**config.mk**
```make
export PLATFORM = sky130hd
export DESIGN_NAME = seq_detect_prog
export DESIGN_NICKNAME = d
export VERILOG_FILES = /design/src/rtl/seq_detect_pkg.sv /design/src/rtl/seq_detect_hist.sv /design/src/rtl/seq_detect_prog.sv
export SDC_FILE = /design/constraint.sdc
export NUM_CORES = 1
export LEC_CHECK = 0
export CORE_ASPECT_RATIO = 0.6
export CORE_MARGIN = 1
export CORE_UTILIZATION = 46
export CTS_CLUSTER_DIAMETER = 150
export DETAILED_ROUTE_END_ITERATION = 10
export PLACE_DENSITY = 0.76
export SETUP_SLACK_MARGIN = 0.05
export SLEW_MARGIN = 20
export SYNTH_ARGS = -nofsm -noshare
export SYNTH_HDL_FRONTEND = slang
export SYNTH_SLANG_ARGS = --single-unit
export TNS_END_PERCENT = 100
```
**constraint.sdc**
```tcl
create_clock -name clk -period 2.28 [get_ports clk]
set_input_delay 0.456 -clock clk [delete_from_list [all_inputs] [get_ports clk]]
set_output_delay 0.456 -clock clk [all_outputs]
set_load 0.1 [all_outputs]
```
**src/rtl/seq_detect_pkg.sv**
```systemverilog
// Shared constants and helpers for the programmable sequence detector.
// Holds the width calculation, reset defaults, length clamp and mask generator.
package seq_detect_pkg;

  localparam int MASK_W = 64;

  localparam logic [7:0] DEF_PAT = 8'b0011_0011;
  localparam int         DEF_LEN = 6;

  function automatic int len_w(input int max_len);
    return $clog2(max_len + 1);
  endfunction

  function automatic int unsigned clamp_len(input int unsigned len,
                                            input int unsigned max_len);
    return (len > max_len) ? max_len : len;
  endfunction

  // Low-n ones; callers truncate to their own pattern width.
  function automatic logic [MASK_W-1:0] low_mask(input int unsigned n);
    if (n >= MASK_W) return '1;
    return (MASK_W'(1) << n) - MASK_W'(1);
  endfunction

endpackage

```
**src/rtl/seq_detect_hist.sv**
```systemverilog
// Serial history shift register plus saturating fill counter.
// Exports next-state values so the match can be judged on post-update history.
module seq_detect_hist
  import seq_detect_pkg::*;
#(
  parameter int MAX_LEN = 8,
  parameter int FILL_W  = len_w(MAX_LEN)
) (
  input  logic               clk,
  input  logic               reset,
  input  logic               x,
  input  logic               x_valid,
  input  logic               clear,
  input  logic               restart,
  output logic [MAX_LEN-1:0] hist,
  output logic [FILL_W-1:0]  fill,
  output logic [MAX_LEN-1:0] hist_nxt,
  output logic [FILL_W-1:0]  fill_nxt
);

  always_comb begin
    hist_nxt = hist;
    fill_nxt = fill;
    if (x_valid) begin
      hist_nxt = {hist[MAX_LEN-2:0], x};
      if (fill != FILL_W'(MAX_LEN)) fill_nxt = fill + FILL_W'(1);
    end
  end

  // restart drops fill only; the bits stay so a later overlap switch sees real data
  always_ff @(posedge clk or posedge reset) begin
    if (reset) begin
      hist <= '0;
      fill <= '0;
    end else if (clear) begin
      hist <= '0;
      fill <= '0;
    end else begin
      hist <= hist_nxt;
      fill <= restart ? '0 : fill_nxt;
    end
  end

endmodule

```
**src/rtl/seq_detect_prog.sv**
```systemverilog
// Programmable serial sequence detector, Moore style with registered z.
// Define SEQ_DETECT_MATCH_CNT_EN to build the saturating match counter.
module seq_detect_prog
  import seq_detect_pkg::*;
#(
  parameter int                 MAX_LEN     = 8,
  parameter logic [MAX_LEN-1:0] DEFAULT_PAT = MAX_LEN'(DEF_PAT),
  parameter int                 DEFAULT_LEN = DEF_LEN,
  parameter int                 CNT_W       = 8,
  localparam int                LEN_W       = len_w(MAX_LEN)
) (
  input  logic               clk,
  input  logic               reset,
  input  logic               x,
  input  logic               x_valid,
  input  logic               cfg_load,
  input  logic [MAX_LEN-1:0] pattern_in,
  input  logic [LEN_W-1:0]   len_in,
  input  logic               overlap_en,
  input  logic               cnt_clr,
  output logic               z,
  output logic [CNT_W-1:0]   match_count
);

  logic [MAX_LEN-1:0] pat_reg;
  logic [LEN_W-1:0]   len_reg;
  logic [MAX_LEN-1:0] hist, hist_nxt, mask;
  logic [LEN_W-1:0]   fill, fill_nxt;
  logic               match, hit, restart;

  seq_detect_hist #(
    .MAX_LEN (MAX_LEN),
    .FILL_W  (LEN_W)
  ) u_hist (
    .clk      (clk),
    .reset    (reset),
    .x        (x),
    .x_valid  (x_valid),
    .clear    (cfg_load),
    .restart  (restart),
    .hist     (hist),
    .fill     (fill),
    .hist_nxt (hist_nxt),
    .fill_nxt (fill_nxt)
  );

  always_comb begin
    mask    = MAX_LEN'(low_mask(32'(len_reg)));
    match   = (len_reg != '0) && (fill_nxt >= len_reg) &&
              (((hist_nxt ^ pat_reg) & mask) == '0);
    // a bit arriving with cfg_load is discarded, so it can never complete a match
    hit     = match && x_valid && !cfg_load;
    restart = hit && !overlap_en;
  end

  always_ff @(posedge clk or posedge reset) begin
    if (reset) begin
      pat_reg <= DEFAULT_PAT;
      len_reg <= LEN_W'(DEFAULT_LEN);
      z       <= 1'b0;
    end else if (cfg_load) begin
      pat_reg <= pattern_in;
      len_reg <= LEN_W'(clamp_len(32'(len_in), MAX_LEN));
      z       <= 1'b0;
    end else begin
      z       <= hit;
    end
  end

`ifdef SEQ_DETECT_MATCH_CNT_EN
  always_ff @(posedge clk or posedge reset) begin
    if (reset)                          match_count <= '0;
    else if (cnt_clr)                   match_count <= '0;
    else if (hit && match_count != '1)  match_count <= match_count + CNT_W'(1);
  end
`else
  logic unused_cnt_clr;
  assign unused_cnt_clr = cnt_clr;
  assign match_count    = '0;
`endif

endmodule

```
# After elaboration in Yosys (flattened, before gate mapping)
# Index checks and enable logic that the tools add are counted.
[word_totals]
input_bits = 19
elab_cells = 30
reg_bits = 25
[op_classes]
n_reduce_logical = 9
addsub = 2
mux = 8
n_lt_le_gt_ge = 2
n_bitwise = 2
shift = 1
eq_ne = 1
[op_table]
columns = ["cell", "n"]
rows = [
  ["4-bit two-way mux", 5],
  ["8-bit two-way mux", 2],
  ["8-bit bitwise AND", 1],
  ["8-bit logical NOT", 1],
  ["1-bit by 4-bit left shift with 8-bit output (first input constant)", 1],
  ["8-bit by 2-bit subtractor with 8-bit output (second input constant)", 1],
  ["8-bit XOR", 1],
  ["1-bit logical AND", 5],
  ["4-bit by 1-bit adder with 4-bit output (second input constant)", 1],
  ["4-bit greater-or-equal comparator", 1],
  ["4-bit > comparator (second input constant)", 1],
  ["4-bit != test (second input constant)", 1],
  ["4-bit nonzero test", 1],
  ["1-bit logical NOT", 2],
  ["1-bit two-way mux", 1],
]

# Longest topological paths before layout
# Gate-level depths: netlist of the first run.
[depth]
word_depth = 11
mapped_depth = 11

# By module
# A second synthesis of the first run with hierarchy kept.
[hier_totals]
cells_unflattened = 143
hier_area_um2 = 1534.0
[by_module_without_submodules]
columns = ["mod", "area_each_um2", "cells_per_inst", "seq_area_each_um2", "n_inst"]
rows = [
  ["seq_detect_prog", 912.1, 92, 332.8, 1],
  ["seq_detect_hist", 621.8, 51, 300.3, 1],
]

# Worst setup path before layout of the first run
# Ideal clock, no wire load.
[synth_path]
kind = "input port to flip-flop"
from = "input port x_valid"
to = "register u_hist.fill[0]"
cell_stages = 10
n_path_buf = 2
setup_ps = 94
arrival_time_ps = 2322
slack_ps = -136
t_required_ps = 2186
path_cell_list = "buf_6 buf_2 o21ai_0 xnor2_1 ha_1 nand2b_1 a2111oi_0 a221o_1 a2111oi_4 a211oi_1"
[synth_via]
elab_chain_cells = 10
word_cells_on_any_way = 13
cone_classes = "1 x order compare; 4 x mux; 2 x bitwise; 6 x reduce/logical"
[synth_lines]
columns = ["element", "line", "rtl"]
rows = [
  ["from (decl)", "seq_detect_prog.sv:15", "input logic x_valid,"],
  ["8-bit two-way mux", "seq_detect_hist.sv:24", "if (x_valid) begin"],
  ["8-bit XOR", "seq_detect_prog.sv:50", "(((hist_nxt ^ pat_reg) & mask) == '0);"],
  ["8-bit bitwise AND", "seq_detect_prog.sv:50", ""],
  ["8-bit logical NOT", "seq_detect_prog.sv:50", ""],
  ["1-bit logical AND", "seq_detect_prog.sv:49", "match = (len_reg != '0) && (fill_nxt >= len_reg) &&"],
  ["1-bit logical AND (2 in a row)", "seq_detect_prog.sv:52", "hit = match && x_valid && !cfg_load;"],
  ["1-bit logical AND", "seq_detect_prog.sv:53", "restart = hit && !overlap_en;"],
  ["4-bit two-way mux *", "seq_detect_hist.sv:40", "fill <= restart ? '0 : fill_nxt;"],
  ["4-bit two-way mux *", "seq_detect_hist.sv:35", "end else if (clear) begin"],
  ["to (signal assigned)", "seq_detect_hist.sv:40", ""],
  ["to (decl)", "seq_detect_hist.sv:16", "output logic [FILL_W-1:0] fill,"],
]
# Every way passes the cells marked *; elsewhere a longest branch is shown, timed or not.
# A chain may end at the register's enable or synchronous reset.

# Worst setup path in the final report of the first run
[layout_path]
from = "register u_hist.fill[0]"
to = "register u_hist.fill[0]"
[layout_via]
elab_chain_cells = 11
word_cells_on_any_way = 12
cone_classes = "1 x add/sub; 1 x order compare; 1 x eq/ne; 4 x mux; 5 x reduce/logical"
[layout_lines]
columns = ["element", "line", "rtl"]
rows = [
  ["4-bit by 1-bit adder with 4-bit output or 4-bit != test (tied branches)", "seq_detect_hist.sv:26", "if (fill != FILL_W'(MAX_LEN)) fill_nxt = fill + FILL_W'(1);"],
  ["4-bit two-way mux", "seq_detect_hist.sv:26", ""],
  ["4-bit two-way mux *", "seq_detect_hist.sv:24", ""],
  ["4-bit greater-or-equal comparator", "seq_detect_prog.sv:49", ""],
  ["1-bit logical AND (2 in a row)", "seq_detect_prog.sv:49", ""],
  ["1-bit logical AND (2 in a row)", "seq_detect_prog.sv:52", ""],
  ["1-bit logical AND", "seq_detect_prog.sv:53", ""],
  ["4-bit two-way mux *", "seq_detect_hist.sv:40", ""],
  ["4-bit two-way mux *", "seq_detect_hist.sv:35", ""],
]
# Marks and branches as above.

==> reports/metrics.cfg, run 1 <==
[global_route]
antenna_found_initial = 0
grt_pass1_vias = 1094
track_usage_pct = 20.79
overflow = 0
grt_max_degree = 28
grt_pass1_wl_mm = 4.947

[worst_setup_path]
required_ns = 2.43
slowest_delay_ns = 0.41
path_common_cell = a2111oi_4
rrSetupSlack_ns = 0.006
crit_chain = inv_2, ha_4, nand2_4, o21ai_4, xnor2_2, ha_1, nand2b_4, a2111oi_4, a221o_1, a2111oi_4, a211oi_1
reg2reg_depth = 11
cp-start-kind = flop
worstReg2RegStart = u_hist.fill[0]
crit_slowest_cell = dfrtp_1
critPathMaxFanout = 4
reg2reg_to = u_hist.fill[0]
crit_arrival_ns = 2.42
worst-path-buf-inv = 1
critical_path.top_delay_family = compound AO/OA/AOI/OAI gates
crit_type = flop to flop
end_kind = flop

[synthesis]
ys_ff_latch = 25
yosysWarnings = 0
synthFlopType = dfrtp_1
ys_seq_area_share_pct = 43.51
synth_area_leaders = dfrtp_1, dfstp_2, mux2_2, ha_1, mux2i_1
synth_top_area_share_pct = 32.67
yosysTopAreaCell = dfrtp_1
synth_edf_count = 0
syn_inst = 141
syn_avg_cell_area_sq_um = 10.32
async_flop_share_pct = 100.0
synth.cell_area_sq_um = 1455
yosysUniqueCellTypes = 36

[timing]
max_freq_mhz = 439.8
slew_viol_final = 0
fin_skew_ns = 0.002202
hold_viol_final = 0
min_period_ns = 2.274
setup_tns_ns = 0
rsz0062_at_grt = true
relSlewSlack_pct = 67.22
fin_crit_sh_pct = 99.72
fin_hold_ws_ns = 0.5200
setup_viol = 0
worst_pin_slew_ns = 0.4849

[route]
drtIter0Drc = 28
num_vias = 1117
wl_mm = 3.054
drc = 0
routed_via_density = 5.124
first_pass_iters = 4
ant_nets = 0
wl_per_cell_um = 14.01

[clocking]
clk_pin_slew_ns = 0.09
clock_path_buffers = 2
clk_latency_ns = 0.27
cts_inserted_buffers = 3
htreeDepth = 1
clock_sinks = 25
cts_tree = done
root_buffer = clkbuf_8

[finish]
nNetsFinal = 203
n_antenna_cell = 0
synthToLayoutAreaGrowth_pct = 30.18
drive_gt1_share_pct = 29.55
final_cell_mix = buf_4, dfrtp_1, clkdlybuf4s50_1, nor2_1, nand2_1
layout_commonest_cell = buf_4

[place]
io_buffers = 18
place_congestion = 0.8844
place_hpwl_mm = 2.153

[die]
die_w_um = 74.61
initial_core_util_pct = 49.38
core_sq_um = 2947
fp.dieH_um = 45.57
die_area_sq_um = 3400
core.rowCount = 15
io_pins = 28

[status]
outcome = completed

[pwr]
powerDensity_nw_per_um2 = 579.4
ir_worst_vdd_mv = 0.4042
p_leak_nw = 0.8378

[run]
cap_violations = 0

[min_path]
hp-class = input port to asynchronous set/reset pin

-- logic make-up (layout without fill, tap and decap cells) --
kind of cell    after synthesis  in the layout  share of synthesized area, %
mux                          16             16                         12.55
buf+inv                      22             50                         8.427
other cells                   1              8                        0.2577
xor+xnor                     11             11                         6.621
fa+ha+maj                     7              7                         6.019
flops                        25             25                         43.51
compound gates               24             24                         11.52
simple gates                 35             35                         11.09
-- worst min-delay path: cells and delay by family --
family,cells,cell delay (ns)
buf+inv,3,0.74
-- per-layer routing --
layer	share of wire [%]	routed length, um	GRT usage (%)	vias to the layer above
li1	-	-	-	534
met1	46	1403	25.63	533
met2	46	1407	33.87	40
met3	5.8	176	6.637	10
met4	2.2	67	9.434	0
met5	0	0	0	-
-- cell type report --
type	count	area [sq um]
Fill cell	242	1052
Timing Repair Buffer	38	326.6
Clock inverter	1	8.758
Clock buffer	3	41.29
Inverter	8	30.03
Tap cell	42	52.55
Multi-Input combinational cell	101	802.0
Sequential cell	25	633.1
-- power breakdown --
part / internal [mW] / leakage [nW] / switching [mW]
Clock: 0.128 / 0.0261 / 0.150
Sequential: 0.477 / 0.314 / 0.0247
Combinational: 0.140 / 0.498 / 0.177
Total: 0.745 / 0.838 / 0.353
-- Yosys cell counts, drive strengths merged, types with 2 or more instances --
| cell | n |
|---|---|
| nand2 | 11 |
| inv | 8 |
| clkbuf | 2 |
| nand2b | 4 |
| o31ai | 2 |
| dfrtp | 19 |
| xor2 | 6 |
| nor2 | 12 |
| a2111oi | 2 |
| a21oi | 6 |
| mux2 | 8 |
| ha | 7 |
| buf | 12 |
| dfstp | 6 |
| nor3 | 2 |
| xnor2 | 5 |
| o21ai | 8 |
| mux2i | 8 |
-- worst max path at each step --
stage                   startpoint        endpoint  slack [ns]  depth (start not counted)
detailed placement         x_valid  u_hist.fill[0]       -0.40                          9
global placement           x_valid  u_hist.fill[0]       -0.32                          8
floorplan                  x_valid  u_hist.fill[0]        0.09                         10
CTS                 u_hist.fill[0]  u_hist.fill[0]        -0.1                         11
global route        u_hist.fill[1]  u_hist.fill[0]       -0.10                         11
finish              u_hist.fill[0]  u_hist.fill[0]       0.006                         11
-- what timing repair did --
action / in CTS / in global routing
setup buffers: 3 / 2
setup endpoints to repair: 5 / 5
hold buffers: 0 / 0
gates resized for setup: 12 / 4
pin swaps: 9 / 8
-- per-stage QoR --
step                area [sq um]  cells  util [%]  power [mW]  setup WS (ns)
finish                      1894    218     64.29       1.098       0.006323
global route                1894    218     64.29       1.154        -0.1018
floorplan                   1494    148         -      0.7105        0.08736
CTS                         1858    216     63.06       1.099       -0.09598
global placement            1738    209     58.98      0.7748        -0.3249
detailed placement          1738    209     58.98      0.7828        -0.4019
No activity file was read; power rests on OpenSTA's default activity.
==> run 2: changes to the inputs <==
CORE_ASPECT_RATIO = not set   (was 0.6)
SKIP_CTS_REPAIR_TIMING = 1   (was not set)
==> run 2 against run 1 <==
  * The flow now finishes with violations (setup timing)
  * Via count fell by 4.9%
  * Routed wire length decreased by 10%
  * Global-route usage shrank 3.1 points
  * Sequential share of layout area increased by 0.70 points
  * Critical path depth grew 1
  * Cell area shrank 2.0%
  * Sequential power is essentially flat
  * Core utilization shrank 3.0 points
  * Total power fell by 8.9%
  * Register-to-register slack got worse by 0.13 ns
  * Setup slack lost 0.13 ns
  * Count of clock-buffer cells in the layout up 1
  * Critical endpoint unchanged
  * Largest cell class unchanged
==> reports/metrics.cfg, run 2 (synthesis results as in run 1) <==
[die]
initial_core_util_pct = 48.06
io_pins = 28
die_area_sq_um = 3392
core.rowCount = 20
die_w_um = 58.25
fp.dieH_um = 58.25
core_sq_um = 3028

[global_route]
antenna_found_initial = 0
grt_pass1_wl_mm = 4.581
grt_max_degree = 28
track_usage_pct = 17.70
overflow = 0
grt_pass1_vias = 1130

[clocking]
root_buffer = clkbuf_4
clock_sinks = 25
clk_pin_slew_ns = 0.12
clock_path_buffers = 2
htreeDepth = 1
cts_inserted_buffers = 3
cts_tree = done
clk_latency_ns = 0.31

[route]
ant_nets = 0
drtIter0Drc = 17
drc = 0
routed_via_density = 4.894
wl_mm = 2.740
first_pass_iters = 4
wl_per_cell_um = 12.63
num_vias = 1062

[finish]
synthToLayoutAreaGrowth_pct = 27.52
ff_latch_area_sq_um = 633.1
drive_gt1_share_pct = 27.75
fin_area_sq_um = 1856
fillCellCount = 265
nNetsFinal = 200
n_antenna_cell = 0
layout_commonest_cell = dfrtp_1
utilization_pct = 61.28
final_cell_mix = dfrtp_1, buf_4, clkdlybuf4s50_1, nor2_1, nand2_1
multi_input_area_sq_um = 803.3

[timing]
hold_viol_final = 0
setup_tns_ns = -0.3934
fin_skew_ns = 0.002494
slew_viol_final = 0
rsz0062_at_grt = true
setup_viol = 4
min_period_ns = 2.407
fin_crit_sh_pct = 105.6
setup_ws_ns = -0.1271
max_freq_mhz = 415.4

[place]
place_congestion = 0.8862
place_hpwl_mm = 2.110
io_buffers = 18
place_area_sq_um = 1748

[run]
cap_violations = 0

[pwr]
powerDensity_nw_per_um2 = 538.8
total_power_uw = 999.7
p_leak_nw = 0.8196
ir_worst_vdd_mv = 0.3429

[worst_setup_path]
reg2reg_depth = 12
path_common_cell = a2111oi_4
cp-start-kind = flop
critical_path.top_delay_family = compound AO/OA/AOI/OAI gates
worstReg2RegStart = u_hist.fill[1]
crit_arrival_ns = 2.64
crit_chain = inv_2, ha_4, nand2_4, o21ai_4, xnor2_2, ha_1, nand2b_4, a2111oi_4, a221o_1, a2111oi_4, buf_4, a211oi_2
end_kind = flop
rrSetupSlack_ns = -0.13
reg2reg_to = u_hist.fill[0]
slowest_delay_ns = 0.42
required_ns = 2.51
critPathMaxFanout = 4
crit_type = flop to flop
crit_slowest_cell = dfrtp_1
worst-path-buf-inv = 2

[status]
violations = setup timing
outcome = complete, but fails checks

[min_path]
hp-class = input port to asynchronous set/reset pin

[run 2: per-layer routing]
| layer | track usage (%) | wire length (um) |
|---|---|---|
| met4 | 8.503 | 28 |
| met1 | 19.60 | 1129 |
| met3 | 2.232 | 49 |
| met5 | 0 | 0 |
| met2 | 33.17 | 1532 |
[run 2: stage by stage]
step                      hold slack [ns]  setup WS, ns  cells
after floorplan                    0.4789       0.08736    148
after global placement             0.5094       -0.3800    212
after detailed placement           0.5241       -0.4723    212
after CTS                          0.4851       -0.1529    216
after global routing               0.5105       -0.2343    217
final                              0.4838       -0.1271    217
[run 2: worst max path at each step]
stage,startpoint,to,slack [ns],depth (start not counted)
finish,u_hist.fill[1],u_hist.fill[0],-0.13,12
floorplan,x_valid,u_hist.fill[0],0.09,10
global placement,x_valid,u_hist.fill[0],-0.38,8
CTS,x_valid,u_hist.fill[1],-0.15,10
detailed placement,x_valid,u_hist.fill[1],-0.47,10
global route,u_hist.fill[1],u_hist.fill[0],-0.23,12
[run 2: worst register-to-register path: cells and delay by family, from the launching register on]
| kind | cells | cell delay (ns) |
|---|---|---|
| compound gates | 5 | 0.90 |
| xor+xnor | 1 | 0.14 |
| fa+ha+maj | 2 | 0.39 |
| buf+inv | 2 | 0.26 |
| flops | 1 | 0.42 |
| simple gates | 2 | 0.21 |
[run 2: where the power goes]
part           switching [mW]  leakage [nW]  total (mW)  internal [mW]
sequential             0.0218         0.314       0.499          0.477
combinational           0.175         0.491       0.310          0.135
clock                   0.123        0.0150       0.191         0.0683
total                   0.320         0.820        1.00          0.680
[run 2: final cells by class]
| cell class | count | share of cell area [%] |
|---|---|---|
| Inverter | 8 | 1.618 |
| Timing Repair Buffer | 35 | 16.59 |
| Multi-Input combinational cell | 101 | 43.29 |
| Clock buffer | 4 | 1.416 |
| Sequential cell | 25 | 34.12 |
| Tap cell | 44 | 2.967 |
